===== src/rtl/ps2_keyboard_rx_if.sv =====
// Consumer-side bus of the PS/2 keyboard receiver: show-ahead FIFO head, status and pop strobe.
// master = receiver (drives data/status), slave = consumer (drives rd_en).
interface ps2_keyboard_rx_if #(
    parameter int unsigned FIFO_DEPTH = 8
);
    localparam int unsigned CW = $clog2(FIFO_DEPTH) + 1;

    logic          rd_en;
    logic [7:0]    data;
    logic          ready;
    logic          overflow;
    logic          frame_err;
    logic [CW-1:0] fifo_count;

    modport master (
        input  rd_en,
        output data, ready, overflow, frame_err, fifo_count
    );

    modport slave (
        output rd_en,
        input  data, ready, overflow, frame_err, fifo_count
    );
endinterface


===== src/rtl/ps2_keyboard_rx.sv =====
// PS/2 keyboard receiver: synchronises the raw pins, validates 11-bit frames and
// queues accepted scan codes in a show-ahead FIFO popped by a one-cycle strobe.
module ps2_keyboard_rx #(
    parameter int unsigned FIFO_DEPTH = 8,
    parameter int unsigned TIMEOUT    = 5000
) (
    input  logic              clk,
    input  logic              rst,
    input  logic              ps2_clk,
    input  logic              ps2_data,
    ps2_keyboard_rx_if.master bus
);
    localparam int unsigned PW = $clog2(FIFO_DEPTH);
    localparam int unsigned CW = PW + 1;
    localparam int unsigned TW = $clog2(TIMEOUT + 1);
    localparam int unsigned BW = 4;

    logic [2:0]    clk_sync_q, clk_sync_d;
    logic [1:0]    data_sync_q, data_sync_d;
    logic [10:0]   shift_q, shift_d;
    logic [BW-1:0] bit_cnt_q, bit_cnt_d;
    logic [TW-1:0] to_cnt_q, to_cnt_d;
    logic [PW-1:0] wr_ptr_q, wr_ptr_d;
    logic [PW-1:0] rd_ptr_q, rd_ptr_d;
    logic [CW-1:0] count_q, count_d;
    logic          ready_q, ready_d;
    logic          overflow_q, overflow_d;
    logic          frame_err_q, frame_err_d;
    logic [7:0]    data_q, data_d;
    logic [7:0]    mem_q [FIFO_DEPTH];

    logic          fall_c;
    logic [10:0]   frame_c;
    logic          last_c;
    logic          valid_c;
    logic          pop_c;
    logic          full_c;
    logic          push_c;

    // Index 0 is the newest synchroniser stage; data stage 1 lines up with the fall pulse.
    always_comb begin
        clk_sync_d  = {clk_sync_q[1:0], ps2_clk};
        data_sync_d = {data_sync_q[0], ps2_data};

        fall_c  = clk_sync_q[2] & ~clk_sync_q[1];
        frame_c = {data_sync_q[1], shift_q[10:1]};
        last_c  = fall_c && (bit_cnt_q == BW'(10));
        valid_c = last_c && !frame_c[0] && frame_c[10] && (^frame_c[9:1]);
        pop_c   = bus.rd_en && ready_q;
        full_c  = (count_q == CW'(FIFO_DEPTH));
        push_c  = valid_c && (!full_c || pop_c);

        shift_d     = shift_q;
        bit_cnt_d   = bit_cnt_q;
        to_cnt_d    = to_cnt_q;
        overflow_d  = overflow_q;
        frame_err_d = last_c && !valid_c;

        if (fall_c) begin
            shift_d   = frame_c;
            to_cnt_d  = '0;
            bit_cnt_d = last_c ? '0 : bit_cnt_q + BW'(1);
        end else if (bit_cnt_q != '0) begin
            // A stalled frame is abandoned silently so the next start bit realigns.
            if (to_cnt_q == TW'(TIMEOUT - 1)) begin
                bit_cnt_d = '0;
                to_cnt_d  = '0;
            end else begin
                to_cnt_d = to_cnt_q + TW'(1);
            end
        end else begin
            to_cnt_d = '0;
        end

        if (valid_c && full_c && !pop_c) begin
            overflow_d = 1'b1;
        end

        wr_ptr_d = wr_ptr_q + PW'(push_c);
        rd_ptr_d = rd_ptr_q + PW'(pop_c);
        count_d  = count_q + CW'(push_c) - CW'(pop_c);
        ready_d  = (count_d != '0);

        // Registered show-ahead head: bypass the incoming byte when it lands at the new head.
        data_d = (push_c && (wr_ptr_q == rd_ptr_d)) ? frame_c[8:1] : mem_q[rd_ptr_d];
    end

    always_ff @(posedge clk) begin
        if (rst) begin
            clk_sync_q  <= '1;
            data_sync_q <= '1;
            shift_q     <= '0;
            bit_cnt_q   <= '0;
            to_cnt_q    <= '0;
            wr_ptr_q    <= '0;
            rd_ptr_q    <= '0;
            count_q     <= '0;
            ready_q     <= 1'b0;
            overflow_q  <= 1'b0;
            frame_err_q <= 1'b0;
            data_q      <= '0;
        end else begin
            clk_sync_q  <= clk_sync_d;
            data_sync_q <= data_sync_d;
            shift_q     <= shift_d;
            bit_cnt_q   <= bit_cnt_d;
            to_cnt_q    <= to_cnt_d;
            wr_ptr_q    <= wr_ptr_d;
            rd_ptr_q    <= rd_ptr_d;
            count_q     <= count_d;
            ready_q     <= ready_d;
            overflow_q  <= overflow_d;
            frame_err_q <= frame_err_d;
            data_q      <= data_d;
        end
    end

    // Storage array needs no reset; stale entries are never visible while empty.
    always_ff @(posedge clk) begin
        if (!rst && push_c) begin
            mem_q[wr_ptr_q] <= frame_c[8:1];
        end
    end

    assign bus.data       = data_q;
    assign bus.ready      = ready_q;
    assign bus.overflow   = overflow_q;
    assign bus.frame_err  = frame_err_q;
    assign bus.fifo_count = count_q;
endmodule


===== src/flat_wrapper.sv =====
// flat-port wrapper written by rule: the top's interface ports become plain ports
module ps2_keyboard_rx_flat 
#(
    parameter int unsigned FIFO_DEPTH = 8,
    parameter int unsigned TIMEOUT    = 5000
)
  (clk, rst, ps2_clk, ps2_data, bus_rd_en, bus_data, bus_ready, bus_overflow, bus_frame_err, bus_fifo_count);
  ps2_keyboard_rx_if #(.FIFO_DEPTH(FIFO_DEPTH)) bus_i ();
  input  logic clk;
  input  logic rst;
  input  logic ps2_clk;
  input  logic ps2_data;
  input wire logic [$bits(bus_i.rd_en)-1:0] bus_rd_en;
  output wire logic [$bits(bus_i.data)-1:0] bus_data;
  output wire logic [$bits(bus_i.ready)-1:0] bus_ready;
  output wire logic [$bits(bus_i.overflow)-1:0] bus_overflow;
  output wire logic [$bits(bus_i.frame_err)-1:0] bus_frame_err;
  output wire logic [$bits(bus_i.fifo_count)-1:0] bus_fifo_count;
  assign bus_i.rd_en = bus_rd_en;
  assign bus_data = bus_i.data;
  assign bus_ready = bus_i.ready;
  assign bus_overflow = bus_i.overflow;
  assign bus_frame_err = bus_i.frame_err;
  assign bus_fifo_count = bus_i.fifo_count;
  ps2_keyboard_rx #(.FIFO_DEPTH(FIFO_DEPTH), .TIMEOUT(TIMEOUT)) u_core (.clk(clk), .rst(rst), .ps2_clk(ps2_clk), .ps2_data(ps2_data), .bus(bus_i));
endmodule

===== config.mk =====
export PLATFORM = sky130hd
export DESIGN_NAME = ps2_keyboard_rx_flat
export DESIGN_NICKNAME = d
export VERILOG_FILES = /design/src/rtl/ps2_keyboard_rx_if.sv /design/src/rtl/ps2_keyboard_rx.sv /design/src/flat_wrapper.sv
export SDC_FILE = /design/constraint.sdc
export NUM_CORES = 1
export LEC_CHECK = 0
export CAP_MARGIN = 5
export CELL_PAD_IN_SITES_DETAIL_PLACEMENT = 0
export CELL_PAD_IN_SITES_GLOBAL_PLACEMENT = 1
export CORE_ASPECT_RATIO = 1.2
export CORE_MARGIN = 2
export CORE_UTILIZATION = 45
export DETAILED_ROUTE_END_ITERATION = 8
export GPL_ROUTABILITY_DRIVEN = 1
export GPL_TIMING_DRIVEN = 1
export MAX_ROUTING_LAYER = met4
export PLACE_DENSITY = 0.77
export SLEW_MARGIN = 30
export SYNTH_ARGS = -nofsm -noshare
export SYNTH_HDL_FRONTEND = slang
export SYNTH_SLANG_ARGS = --single-unit

===== constraint.sdc =====
create_clock -name clk -period 2.9 [get_ports clk]
set_input_delay 0.29 -clock clk [delete_from_list [all_inputs] [get_ports clk]]
set_output_delay 0.29 -clock clk [all_outputs]
set_load 0.02 [all_outputs]

# --- Word-level counts from Yosys, hierarchy flattened ---
# Memories as Yosys holds them, arrays and structs flattened. A register that Yosys moved wholly into a read port is not among the register bits.
# Cells that the tools add are included.
totals:
  ff_bits: 46
  ramBits: 64
  input_bits: 5
  out_inout_bits: 15
  word_cells: 53
  mem_count: 1
mem_list:
  columns: ["memory", "words", "width", "rd", "rd_ports_with_merged_regs", "wr", "line", "rtl"]
  rows:
  - ["u_core.mem_q", 8, 8, 1, 1, 1, "ps2_keyboard_rx.sv:30", "logic [7:0] mem_q [FIFO_DEPTH];"]
op_classes:
  n_addsub: 6
  eq_ne: 3
  muxes: 6
  n_bitwise: 3
  n_reduce_logical: 23
op_table:
  columns: ["op", "n"]
  rows:
  - ["$mux 4", 4]
  - ["$add 13x1->13 const B", 1]
  - ["$eq 13x13->1 const B", 1]
  - ["$logic_and 1x1->1", 10]
  - ["$reduce_xor 9->1", 1]
  - ["$eq 4x4->1 const B", 2]
  - ["$reduce_bool 4->1", 2]
  - ["$add 3x1->3", 2]
  - ["$logic_not 1->1", 5]
  - ["$add 4x1->4", 1]
  - ["$add 4x1->4 const B", 1]
  - ["$reduce_bool 2->1", 2]
  - ["$reduce_or 4->1", 1]
  - ["$sub 4x1->4", 1]
  - ["$mux 1", 2]
  - ["$not 1->1", 2]
  - ["$reduce_and 2->1", 1]
  - ["$and 1x1->1", 1]
  - ["$logic_or 1x1->1", 1]

# --- Depth between registers and ports, before layout ---
logic_depth:
  depth_word: 10
  depth_mapped: 12

# --- Worst setup path before layout ---
# Ideal clock, no wire load.
synth_timing:
  path_kind: "reg-to-reg"
  from: "register u_core.shift_q[5]"
  to: "register u_core.ready_q (netlist: u_core.bus.ready)"
  t_arrival_ns: 2.785
  required_ns: 2.766
  slack_ns: -0.020
  stages_incl_launch_ff: 12
  n_path_buf: 0
  path_cell_list: "dfxtp_1 > xnor2_1 > xnor3_1 > xnor2_1 > nand4b_1 > nor2_1 > ha_1 > inv_1 > fa_1 > xor2_1 > nor2_1 > or4_1"
synth_between:
  elab_chain_cells: 6
synth_rtl:
  columns: ["item", "line", "rtl"]
  rows:
  - ["start, declared", "ps2_keyboard_rx.sv:20", "logic [10:0] shift_q, shift_d;"]
  - ["start signal, assigned", "ps2_keyboard_rx.sv:105", "shift_q <= shift_d;"]
  - ["$reduce_xor 9->1", "ps2_keyboard_rx.sv:48", "valid_c = last_c && !frame_c[0] && frame_c[10] && (^frame_c[9:1]);"]
  - ["$logic_and 1x1->1", "ps2_keyboard_rx.sv:48", null]
  - ["$logic_and 1x1->1", "ps2_keyboard_rx.sv:51", "push_c = valid_c && (!full_c || pop_c);"]
  - ["$add 4x1->4", "ps2_keyboard_rx.sv:81", "count_d = count_q + CW'(push_c) - CW'(pop_c);"]
  - ["$sub 4x1->4", "ps2_keyboard_rx.sv:81", null]
  - ["$reduce_bool 4->1", "ps2_keyboard_rx.sv:82", "ready_d = (count_d != '0);"]
  - ["end signal, assigned", "ps2_keyboard_rx.sv:111", "ready_q <= ready_d;"]
  - ["end, declared", "ps2_keyboard_rx.sv:26", "logic ready_q, ready_d;"]
# No other way between the ends.
# A chain may end at the register's enable or synchronous reset.

# --- Worst setup path in the final report ---
layout_timing:
  from: "register u_core.shift_q[9]"
  to: "register u_core.ready_q (netlist: u_core.bus.ready)"
# The elaborated chain is that of the path after synthesis.

==> impl_metrics.toml <==
[global_route]
grt-ovfl-total = 0
grt_pass1_wl_um = 14500
number_of_antenna_violations_at_the_first_check_in_global_routing = 0
number_of_global_route_vias_before_repair = 2991
grt_start_max_net_pins = 41
grt_use_total_pct = 16.5

[status]
status = "completed"

[cells_and_area]
nets = 454
fillerInstances = 877
n_antenna_cell = 0
final_layout_size_suffix_gt1_share_pct = 23.0
stdcell_count = 577
most_common_library_cell_in_the_layout_ignoring_fill_and_taps = "edfxtp_1"
area_delta_synth_final_pct = 22.6
layout.cells.most_common_list = "edfxtp_1, dfxtp_1, buf_4"

[clocking]
tritoncts = "done"
clock_sinks = 117
cts.reportedPaths.clkPinSlew_ns = 0.05
clock_insertion_delay_worst_skew_ns = 0.40
numCtsBuffers = 17
clock_path_buffers = 2
htreeDepth = 4
ctsRootBufferMaster = "clkbuf_16"
cts-hold-fix-buffers = 0

[setup_path]
critical-path-top-delay-family = "simple AND/OR/NAND/NOR gates"
cp.required_ns = 3.18
worstPathBufferInverterCount = 1
worstReg2RegStart = "u_core.shift_q[9]"
slowest_stage = "fa_2"
setup.reg_to_reg.worst_slack_ns = 0.07
worstRegToRegCells = 10
endpoint_kind = "flop"
timing.critical_path.mode_cell = "xnor2_2"
crit_chain = "xnor2_2, xnor3_1, xnor2_2, nand4b_1, nor2_2, ha_2, inv_2, fa_2, nor2_1, or4_1"
critPathLaunchType = "flop"
worst_path_largest_cell_delay_ns = 0.51
class_of_the_most_critical_setup_path = "flop to flop"
cp_max_fo = 2
wp_data_arrival_ns = 3.11
r2r_end = "u_core.bus.ready"

[timing]
max_slew_margin_pct = 65.7
rsz0062_at_grt = "true"
least_margin_pin_slew_ns = 0.508
layout_worst_path_cycle_share_pct = 97.6
maxClockFrequency_mhz = 353
final.min_clock_period_ns = 2.83
final.setup_skew_ns = 0.00601
hold_slack_ns = 0.405
maxSlewViolCount = 0
setup_viol_count_final = 0
hold_viol_final = 0

[synth]
synth_area_per_cell_um2 = 12.8
number_of_instances_in_the_synthesized_netlist = 380
ffs_latches_synth = 117
synth_seq_area_share_pct = 61.3
synth_enable_flop_cells = 64
ys_dominant_reg_cell = "edfxtp_1"
async_reset_ff_share_pct = 0
syn-cell-area_um2 = 4870
synth_cell_type_count = 48
postSynthNetCount = 399
post_synth_main_area_contributors = "edfxtp_1, dfxtp_1, mux4_2"
synth_top_cell_by_area = "edfxtp_1"
synth_top_cell_area_share_pct = 39.5
ys.warnings.count = 0

[route]
avgViaCountPerCell = 5.26
detail_route.iter0.violations = 174
routedWlPerCell_um = 15.1
drc = 0
total_number_of_vias = 3033
drt-pass1-iter-count = 4
route.antenna.remaining_nets = 0
postRouteWirelength_um = 8690

[worst_hold_path]
holdCritPathClass = "flop to flop"
hold_end = "u_core.data_sync_q[1]"
timing.hold.worst.start = "u_core.data_sync_q[0]"
hold-path-cell-count = 1

[flow_run]
maximum_capacitance_violations = 0

[floorplanning]
num_io_pins = 20
start_util_pct = 46.3
floorplan.die.height_um = 118
floorplan.core_area_um2 = 10500
design.die.area_um2 = 11700
rows = 41
fp.dieW_um = 99.0

[placement]
hpwl_um = 5800
io_buffer_count = 19
placed_cells = 541
globalplace.congestion = 0.779

[power_and_ir_drop]
largest_voltage_drop_on_the_vdd_net_uv = 442
power-per-cell-area_nw_per_um2 = 770
total_leakage_power_uw = 0.00214
-- report_power, final --
part           leakage, uW  switching [uW]  internal [uW]  total [uW]
Combinational     0.000845             455            443         897
Sequential         0.00103            34.9           1810        1840
Clock             0.000264             681           1180        1860
Total              0.00214            1170           3430        4600
-- metal layers --
| metal | vias to the layer above | share of wire [%] | wire (um) | track usage, % |
|---|---|---|---|---|
| met5 | - | 0 | 0 | - |
| met4 | 0 | 1.1 | 92 | 6.25 |
| met3 | 9 | 2.8 | 244 | 4.87 |
| met2 | 37 | 53 | 4570 | 27.0 |
| met1 | 1497 | 44 | 3780 | 19.0 |
| li1 | 1490 | - | - | - |
-- cells in the mapped netlist, types with 9 or more instances --
library cell  count
edfxtp_1         64
nand4_1           9
clkbuf_1          9
nand2_1          28
a21oi_1          16
ha_1             13
inv_1            12
mux2i_1          17
xnor2_1          13
nand3_1          14
dfxtp_1          53
a31oi_1           9
nor2_1           29
-- cells by family after synthesis --
kind of cell | after synthesis | synth area share (%)
xor+xnor | 24 | 5.14
flops | 117 | 61.3
mux | 25 | 7.19
buf+inv | 30 | 2.88
simple gates | 122 | 13.3
fa+ha+maj | 14 | 3.75
compound gates | 48 | 6.45
-- registers in the layout, summed over array words and instances (netlist names) --
register	cells
u_core.mem_q	64
u_core.to_cnt_q	13
u_core.shift_q	10
u_core.bus.data	8
u_core.bit_cnt_q	4
u_core.bus.fifo_count	4
u_core.clk_sync_q	3
u_core.rd_ptr_q	3
u_core.wr_ptr_q	3
u_core.data_sync_q	2
u_core.bus.frame_err	1
u_core.bus.overflow	1
u_core.bus.ready	1
-- through the flow --
| stage | utilization (%) | TNS [ns] | setup WS [ns] | area, um2 | total power [uW] |
|---|---|---|---|---|---|
| final | 56.8 | 0 | 0.0704 | 5970 | 4600 |
| after global routing | 56.8 | -0.0490 | -0.0490 | 5970 | 4790 |
| after CTS | 56.5 | 0 | 0.00252 | 5940 | 4650 |
| after detailed placement | 51.1 | -0.0372 | -0.0372 | 5370 | 2780 |
| after global placement | 51.1 | 0 | 0.0351 | 5370 | 2770 |
| after floorplan | - | 0 | 0.0281 | 4870 | 2510 |
-- area by class of cell --
type | count | area (um2) | share of cell area (%)
clock buffer | 20 | 447 | 7.48
tap | 129 | 161 | 2.70
sequential | 117 | 2990 | 50.0
clock inverter | 12 | 87.6 | 1.47
inverter | 12 | 45.0 | 0.754
multi-input combinational | 233 | 1780 | 29.8
timing repair buffer | 54 | 465 | 7.80
-- worst max path at each step --
stage,end,start,cells past startpoint
2_1_floorplan,u_core.bus.ready,u_core.shift_q[9],11
3_3_place_gp,u_core.bus.ready,u_core.shift_q[4],11
3_5_place_dp,u_core.bus.ready,u_core.shift_q[4],11
4_1_cts,u_core.bus.ready,u_core.shift_q[4],11
5_1_grt,u_core.bus.ready,u_core.shift_q[9],10
6_report,u_core.bus.ready,u_core.shift_q[9],10
-- what timing repair did --
| action | in CTS | in global routing |
|---|---|---|
| buffers inserted | 2 | 2 |
| gates resized for setup | 2 | 7 |
| pin swaps | 3 | 8 |
| endpoints found under the setup margin | 1 | 1 |
(Power assumes the default switching activity.)
